File: config.mk
export PLATFORM = sky130hd
export DESIGN_NAME = muldiv_unit_flat
export DESIGN_NICKNAME = d
export VERILOG_FILES = /design/src/rtl/muldiv_unit_if.sv /design/src/rtl/muldiv_unit.sv /design/src/flat_wrapper.sv
export SDC_FILE = /design/constraint.sdc
export NUM_CORES = 1
export LEC_CHECK = 0
export ABC_CLOCK_PERIOD_IN_PS = 15600
export CAP_MARGIN = 20
export CELL_PAD_IN_SITES_DETAIL_PLACEMENT = 2
export CELL_PAD_IN_SITES_GLOBAL_PLACEMENT = 2
export CORE_UTILIZATION = 30
export CTS_CLUSTER_DIAMETER = 200
export DETAILED_ROUTE_END_ITERATION = 16
export GPL_ROUTABILITY_DRIVEN = 0
export PLACE_DENSITY = 0.8
export SLEW_MARGIN = 20
export SYNTH_ARGS = -nofsm -noshare
export SYNTH_HDL_FRONTEND = slang
export SYNTH_SLANG_ARGS = --single-unit
File: constraint.sdc
create_clock -name clk_i -period 15.6 [get_ports clk_i]
set_clock_uncertainty 0.2 [all_clocks]
set_input_delay 3.9 -clock clk_i [delete_from_list [all_inputs] [get_ports clk_i]]
set_output_delay 3.9 -clock clk_i [all_outputs]
set_load 0.1 [all_outputs]
File: src/rtl/muldiv_unit_if.sv
// Register-file side handshake of the iterative multiply/divide unit.
// The core drives the request half; the unit drives busy, strobe and write-back data.
interface muldiv_unit_if #(
    parameter int XLEN           = 32,
    parameter int REG_ADDR_WIDTH = 5
);
    logic                      start_i;
    logic [2:0]                op_i;
    logic [XLEN-1:0]           operand_a_i;
    logic [XLEN-1:0]           operand_b_i;
    logic [REG_ADDR_WIDTH-1:0] rd_i;
    logic                      flush_i;
    logic                      busy_o;
    logic                      valid_o;
    logic [XLEN-1:0]           result_o;
    logic [REG_ADDR_WIDTH-1:0] rd_o;

    modport master (
        output start_i, op_i, operand_a_i, operand_b_i, rd_i, flush_i,
        input  busy_o, valid_o, result_o, rd_o
    );

    modport slave (
        input  start_i, op_i, operand_a_i, operand_b_i, rd_i, flush_i,
        output busy_o, valid_o, result_o, rd_o
    );
endinterface

File: src/rtl/muldiv_unit.sv
// Iterative RV32M execution unit: one shift-add or restoring-subtract step per clock
// on magnitudes, with the sign applied when the result register is loaded.
module muldiv_unit #(
    parameter int XLEN           = 32,
    parameter int REG_ADDR_WIDTH = 5
) (
    input  logic          clk_i,
    input  logic          rst_ni,
    muldiv_unit_if.slave  bus
);
    localparam int CNT_W = $clog2(XLEN);

    typedef enum logic [1:0] {IDLE, CALC, DONE} state_t;

    state_t                    state, state_nxt;
    logic [2:0]                op_q;
    logic [REG_ADDR_WIDTH-1:0] rd_q;
    logic                      neg_q;
    logic [XLEN-1:0]           opnd_q;
    logic [XLEN-1:0]           hi_q, lo_q;
    logic [CNT_W-1:0]          cnt_q;
    logic [XLEN-1:0]           result_q;
    logic [REG_ADDR_WIDTH-1:0] rd_out_q;

    function automatic logic [XLEN-1:0] sign_fix(input logic [XLEN-1:0] v, input logic neg);
        return neg ? -v : v;
    endfunction

    function automatic logic [2*XLEN-1:0] sign_fix_wide(input logic [2*XLEN-1:0] v, input logic neg);
        return neg ? -v : v;
    endfunction

    // Request decode: signedness, magnitudes and the cases that skip iteration
    logic            is_div, a_signed, b_signed, a_neg, b_neg, neg_start;
    logic            div_by_zero, overflow, special, start_fire, last;
    logic [XLEN-1:0] a_abs, b_abs, special_res;

    assign is_div      = bus.op_i[2];
    assign a_signed    = is_div ? ~bus.op_i[0] : (bus.op_i[1:0] != 2'b11);
    assign b_signed    = is_div ? ~bus.op_i[0] : ~bus.op_i[1];
    assign a_neg       = a_signed & bus.operand_a_i[XLEN-1];
    assign b_neg       = b_signed & bus.operand_b_i[XLEN-1];
    assign a_abs       = sign_fix(bus.operand_a_i, a_neg);
    assign b_abs       = sign_fix(bus.operand_b_i, b_neg);
    // Remainder follows the dividend's sign; everything else follows the product of signs
    assign neg_start   = (is_div & bus.op_i[1]) ? a_neg : (a_neg ^ b_neg);
    assign div_by_zero = is_div & (bus.operand_b_i == '0);
    assign overflow    = is_div & ~bus.op_i[0] & (bus.operand_b_i == '1)
                       & (bus.operand_a_i == {1'b1, {(XLEN-1){1'b0}}});
    assign special     = div_by_zero | overflow;
    assign special_res = div_by_zero ? (bus.op_i[1] ? bus.operand_a_i : '1)
                                     : (bus.op_i[1] ? '0 : bus.operand_a_i);
    assign start_fire  = (state == IDLE) & bus.start_i & ~bus.flush_i;
    assign last        = (cnt_q == CNT_W'(XLEN-1));

    // One iteration: {hi,lo} is the product accumulator or the remainder/quotient pair
    logic [XLEN-1:0]   addend, hi_nxt, lo_nxt, final_res;
    logic [XLEN:0]     mul_sum, div_sh, div_diff;
    logic [2*XLEN-1:0] prod;

    assign addend   = lo_q[0] ? opnd_q : '0;
    assign mul_sum  = {1'b0, hi_q} + {1'b0, addend};
    assign div_sh   = {hi_q, lo_q[XLEN-1]};
    assign div_diff = div_sh - {1'b0, opnd_q};

    always_comb begin
        hi_nxt = mul_sum[XLEN:1];
        lo_nxt = {mul_sum[0], lo_q[XLEN-1:1]};
        if (op_q[2]) begin
            if (!div_diff[XLEN]) begin
                hi_nxt = div_diff[XLEN-1:0];
                lo_nxt = {lo_q[XLEN-2:0], 1'b1};
            end else begin
                hi_nxt = div_sh[XLEN-1:0];
                lo_nxt = {lo_q[XLEN-2:0], 1'b0};
            end
        end
    end

    assign prod = sign_fix_wide({hi_nxt, lo_nxt}, neg_q);

    always_comb begin
        final_res = prod[2*XLEN-1:XLEN];
        case (op_q)
            3'b000:         final_res = prod[XLEN-1:0];
            3'b100, 3'b101: final_res = sign_fix(lo_nxt, neg_q);
            3'b110, 3'b111: final_res = sign_fix(hi_nxt, neg_q);
            default:        final_res = prod[2*XLEN-1:XLEN];
        endcase
    end

    always_comb begin
        state_nxt = state;
        case (state)
            IDLE:    if (start_fire) state_nxt = special ? DONE : CALC;
            CALC:    if (bus.flush_i) state_nxt = IDLE;
                     else if (last)   state_nxt = DONE;
            DONE:    state_nxt = IDLE;
            default: state_nxt = IDLE;
        endcase
    end

    always_ff @(posedge clk_i or negedge rst_ni) begin
        if (!rst_ni) state <= IDLE;
        else         state <= state_nxt;
    end

    always_ff @(posedge clk_i or negedge rst_ni) begin
        if (!rst_ni) begin
            op_q     <= '0;
            rd_q     <= '0;
            neg_q    <= 1'b0;
            opnd_q   <= '0;
            hi_q     <= '0;
            lo_q     <= '0;
            cnt_q    <= '0;
            result_q <= '0;
            rd_out_q <= '0;
        end else if (start_fire) begin
            op_q   <= bus.op_i;
            rd_q   <= bus.rd_i;
            neg_q  <= neg_start;
            cnt_q  <= '0;
            hi_q   <= '0;
            opnd_q <= is_div ? b_abs : a_abs;
            lo_q   <= is_div ? a_abs : b_abs;
            if (special) begin
                result_q <= special_res;
                rd_out_q <= bus.rd_i;
            end
        end else if (state == CALC && !bus.flush_i) begin
            hi_q  <= hi_nxt;
            lo_q  <= lo_nxt;
            cnt_q <= cnt_q + CNT_W'(1);
            if (last) begin
                result_q <= final_res;
                rd_out_q <= rd_q;
            end
        end
    end

    assign bus.busy_o   = (state != IDLE);
    assign bus.valid_o  = (state == DONE);
    assign bus.result_o = result_q;
    assign bus.rd_o     = rd_out_q;
endmodule
File: src/flat_wrapper.sv
// flat-port wrapper written by rule: the top's interface ports become plain ports
module muldiv_unit_flat 
#(
    parameter int XLEN           = 32,
    parameter int REG_ADDR_WIDTH = 5
)
  (clk_i, rst_ni, bus_start_i, bus_op_i, bus_operand_a_i, bus_operand_b_i, bus_rd_i, bus_flush_i, bus_busy_o, bus_valid_o, bus_result_o, bus_rd_o);
  muldiv_unit_if #(.XLEN(XLEN), .REG_ADDR_WIDTH(REG_ADDR_WIDTH)) bus_i ();
  input  logic clk_i;
  input  logic rst_ni;
  input wire logic [$bits(bus_i.start_i)-1:0] bus_start_i;
  input wire logic [$bits(bus_i.op_i)-1:0] bus_op_i;
  input wire logic [$bits(bus_i.operand_a_i)-1:0] bus_operand_a_i;
  input wire logic [$bits(bus_i.operand_b_i)-1:0] bus_operand_b_i;
  input wire logic [$bits(bus_i.rd_i)-1:0] bus_rd_i;
  input wire logic [$bits(bus_i.flush_i)-1:0] bus_flush_i;
  output wire logic [$bits(bus_i.busy_o)-1:0] bus_busy_o;
  output wire logic [$bits(bus_i.valid_o)-1:0] bus_valid_o;
  output wire logic [$bits(bus_i.result_o)-1:0] bus_result_o;
  output wire logic [$bits(bus_i.rd_o)-1:0] bus_rd_o;
  assign bus_i.start_i = bus_start_i;
  assign bus_i.op_i = bus_op_i;
  assign bus_i.operand_a_i = bus_operand_a_i;
  assign bus_i.operand_b_i = bus_operand_b_i;
  assign bus_i.rd_i = bus_rd_i;
  assign bus_i.flush_i = bus_flush_i;
  assign bus_busy_o = bus_i.busy_o;
  assign bus_valid_o = bus_i.valid_o;
  assign bus_result_o = bus_i.result_o;
  assign bus_rd_o = bus_i.rd_o;
  muldiv_unit #(.XLEN(XLEN), .REG_ADDR_WIDTH(REG_ADDR_WIDTH)) u_core (.clk_i(clk_i), .rst_ni(rst_ni), .bus(bus_i));
endmodule
==> results.py <==
metrics = {
    "synthesis": {
        "synth.distinct_cells": 92,
        "async_flop_share": 1.000,
        "ys_seq_area_frac": 0.2274,
        "syn_area_um2": 16390,
        "ys_warn_count": 0,
        "ys_ff_latch": 149,
        "synth_fp_nets": 2373,
        "avgSynthCellArea_um2": 7.372,
        "synth_edf_count": 0,
        "synthCells": 2224,
        "synthFlopType": "dfrtp_1",
    },
    "setup_path": {
        "cp_max_fo": 11,
        "ff2ff_path_depth": 20,
        "timing.rr.end": "u_core.bus.result_o[20]",
        "crit_required_ns": 15.79,
        "end_kind": "flip-flop",
        "cp_slowest_stage_delay_ns": 0.74,
        "cp-start-kind": "input pin",
        "crit_path_top_delay_cell": "a21oi_1",
        "criticalPathCategory": "in2reg",
        "path_delay_family": "simple AND/OR/NAND/NOR gates",
        "reg2reg_from": "u_core.lo_q[31]",
        "cp.arrival_ns": 8.38,
        "crit_chain": "clkdlybuf4s50_1 -> inv_1 -> ha_1 -> nand2_1 -> or4_1 -> nor3_1 -> nand4_1 -> a21oi_1 -> o21ai_0 -> nand3_1 -> o211ai_1 -> or3_1 -> a32oi_1 -> nand2_1 -> a21oi_1",
        "critPathBufInv": 2,
        "rrSetupSlack_ns": 7.79,
    },
    "routing": {
        "ant_nets": 0,
        "drtIter0Drc": 1403,
        "wl_per_cell_um": 27.01,
        "dr.pass1.iters": 5,
        "vias_per_cell": 6.180,
        "vias": 18260,
        "drc": 0,
        "totalWireLength_mm": 79.78,
    },
    "global_route": {
        "grt_use_total": 0.2860,
        "grt_pass1_vias": 19200,
        "gr-usage-met3": 0.03967,
        "antenna_found_initial": 1,
        "grt_pass1_wl_mm": 121.9,
        "busiest_layer": "met2",
        "use_met1": 0.3739,
        "grt.overflow.total": 0,
        "grt_max_degree": 107,
        "use_met2": 0.4647,
    },
    "layout": {
        "nets": 2395,
        "finalNonFillerCells": 2954,
        "syn2layout_area_growth_pct": 13.71,
        "diodes": 0,
        "fillCellCount": 6348,
        "layout_commonest_cell": "nand2_1",
        "final_cell_mix": "263 x nand2_1, 219 x o21ai_0, 201 x a21oi_1",
        "final_layout_size_suffix_gt1_frac": 0.05802,
    },
    "timing": {
        "tightest_slew_ns": 1.177,
        "period_share": 0.5247,
        "finalSetupTns_ns": 0,
        "rsz0062_at_grt": "no",
        "period_minus_slack_ns": 8.185,
        "max_slew_margin": 0.2150,
        "hold_violations": 0,
        "fmax_ghz": 0.1222,
        "drv_slew": 0,
        "setup_viol": 0,
    },
    "clocking": {
        "clockBufferDepth": 2,
        "cts-root-buf": "clkbuf_16",
        "cts_buffers": 17,
        "htree_levels": 4,
        "post_cts_buffers": 0,
        "cts_hold_buf": 0,
        "clk_pin_slew_ns": 0.07,
        "cts_resized": 0,
        "cts_tree": "built",
        "clock_latency_ns": 0.47,
        "clock_sinks": 149,
    },
    "floorplanning": {
        "ioPinCount": 115,
        "die_area_um2": 55590,
        "initial_core_util": 0.3040,
        "dieHeight_um": 235.8,
        "core-area_um2": 53920,
        "rows": 85,
        "die-width_um": 235.8,
    },
    "pwr": {
        "power.density_nw_per_um2": 193.4,
        "p_leak_nw": 7.220,
        "ir_drop_mv": 0.09820,
    },
    "place": {
        "hpwl_mm": 62.42,
        "placedCellCount": 2923,
        "io_buffers": 114,
    },
    "flow_run": {
        "cap_violations": 0,
    },
    "min_path": {
        "hold_path_startpoint": "u_core.rd_q[2]",
        "hold_path_class": "reg2reg",
        "whs_endpoint": "u_core.rd_q[2]",
        "min_delay_path_depth": 2,
    },
    "status": {
        "outcome": "complete, no violations",
    },
}
## metal layers
layer	wire length [um]	up-vias
met3	4469	161
met4	3756	2
met5	12	-
li1	-	8222
met2	36740	589
met1	34810	9281
## cell usage after synthesis, types with 9 or more instances
cell type  number  area (um^2)
nand2_1       264        991.0
ha_1           71        888.4
or3_1          24        150.1
mux2i_1        45        450.4
clkbuf_1      102        382.9
buf_1          10        37.54
and3_1         11        68.82
nor2_1        186        698.2
or4_1          13        97.59
a21oi_1       202         1011
a22o_1         17        148.9
xnor2_1        98        858.3
o22ai_1         9        56.30
buf_2          23        115.1
a31oi_1        32        200.2
o221ai_1       17        148.9
o21ai_1        14        70.07
a21o_1         21        157.7
o211ai_1       62        465.5
o21ai_0       219         1096
nor3_1         55        275.3
dfrtp_1       149         3729
o31ai_1        31        232.7
inv_1          73        274.0
o41ai_1        13        113.9
nor2b_1         9        56.30
and2_1         45        281.5
a211oi_1       28        210.2
xor2_1         81        709.4
o21a_1         14        105.1
nand2b_1       15        93.84
nand3_1        44        220.2
a221oi_1       16        140.1
nor4_1         15        93.84
nand4_1        35        219.0
## registers in the layout (all words and copies together) (netlist names), 3 cells and up
register             count
u_core.cnt_q             5
u_core.bus.rd_o          5
u_core.op_q              3
u_core.lo_q             32
u_core.bus.result_o     32
u_core.rd_q              5
u_core.hi_q             32
u_core.opnd_q           32
## logic make-up (layout without fill, tap and decap cells)
group,Yosys count,after routing,share of synthesized area
multiplexers,51,51,0.03160
AND/OR/NAND/NOR,763,763,0.2242
flip-flops,149,149,0.2274
AO/OA/AOI/OAI,792,792,0.3121
XOR/XNOR,179,179,0.09563
buffers and inverters,217,251,0.05243
adder cells (fa/ha/maj),73,73,0.05663
## worst register-to-register path, stage by stage (launching register included)
cell and delay (ns):
dfrtp_1 0.49, inv_1 0.14, ha_1 0.17, inv_1 0.06, fa_1 0.44, a211oi_1 0.44
o211ai_2 0.22, a311oi_2 0.48, nor3_2 0.24, o21ai_2 0.95, nand2_1 0.99, nand2_1 0.28
a31oi_1 0.19, inv_1 0.17, ha_1 0.27, and4_1 0.40, nand4_2 0.29, o31ai_1 0.42
xor2_1 0.13, a221oi_1 0.49, o221ai_1 0.22
## final cells by class
cell class	count	area, um^2	area share
repair buffers	143	1358	0.07282
multi-input cells	1858	11840	0.6349
inverters	77	289.0	0.01550
clock inverters	13	125.1	0.006712
well taps	696	870.8	0.04671
clock buffers	18	429.2	0.02302
flip-flops and latches	149	3734	0.2003
## worst max path at each step
stage / depth (start not counted) / from / to / slack, ns
4_1_cts: 15 / bus_operand_b_i[0] / u_core.bus.result_o[28] / 7.49
2_1_floorplan: 13 / bus_operand_b_i[6] / u_core.bus.result_o[28] / 8.93
3_3_place_gp: 17 / bus_operand_a_i[0] / u_core.bus.result_o[28] / 7.17
5_1_grt: 14 / bus_operand_b_i[24] / u_core.bus.result_o[28] / 7.12
3_5_place_dp: 15 / bus_operand_b_i[0] / u_core.bus.result_o[28] / 7.02
6_report: 15 / bus_operand_b_i[0] / u_core.bus.result_o[28] / 7.41
## through the flow
| step | total power, mW | hold WS, ns | util | setup slack, ns | cell area (um^2) |
|---|---|---|---|---|---|
| 6_report | 3.604 | 0.2825 | 0.3457 | 7.415 | 18640 |
| 5_1_grt | 3.806 | 0.3129 | 0.3457 | 7.124 | 18640 |
| 4_1_cts | 3.548 | 0.2826 | 0.3457 | 7.492 | 18640 |
| 3_5_place_dp | 3.108 | 0.2650 | 0.3354 | 7.020 | 18090 |
| 3_3_place_gp | 3.002 | 0.2496 | 0.3354 | 7.166 | 18090 |
| 2_1_floorplan | 2.245 | 0.2358 | - | 8.931 | 16390 |
## power by group
group	internal [mW]	switching (mW)
sequential	0.473	0.150
combinational	0.833	1.73
clock	0.220	0.194
No activity file was read; power rests on OpenSTA's default activity.
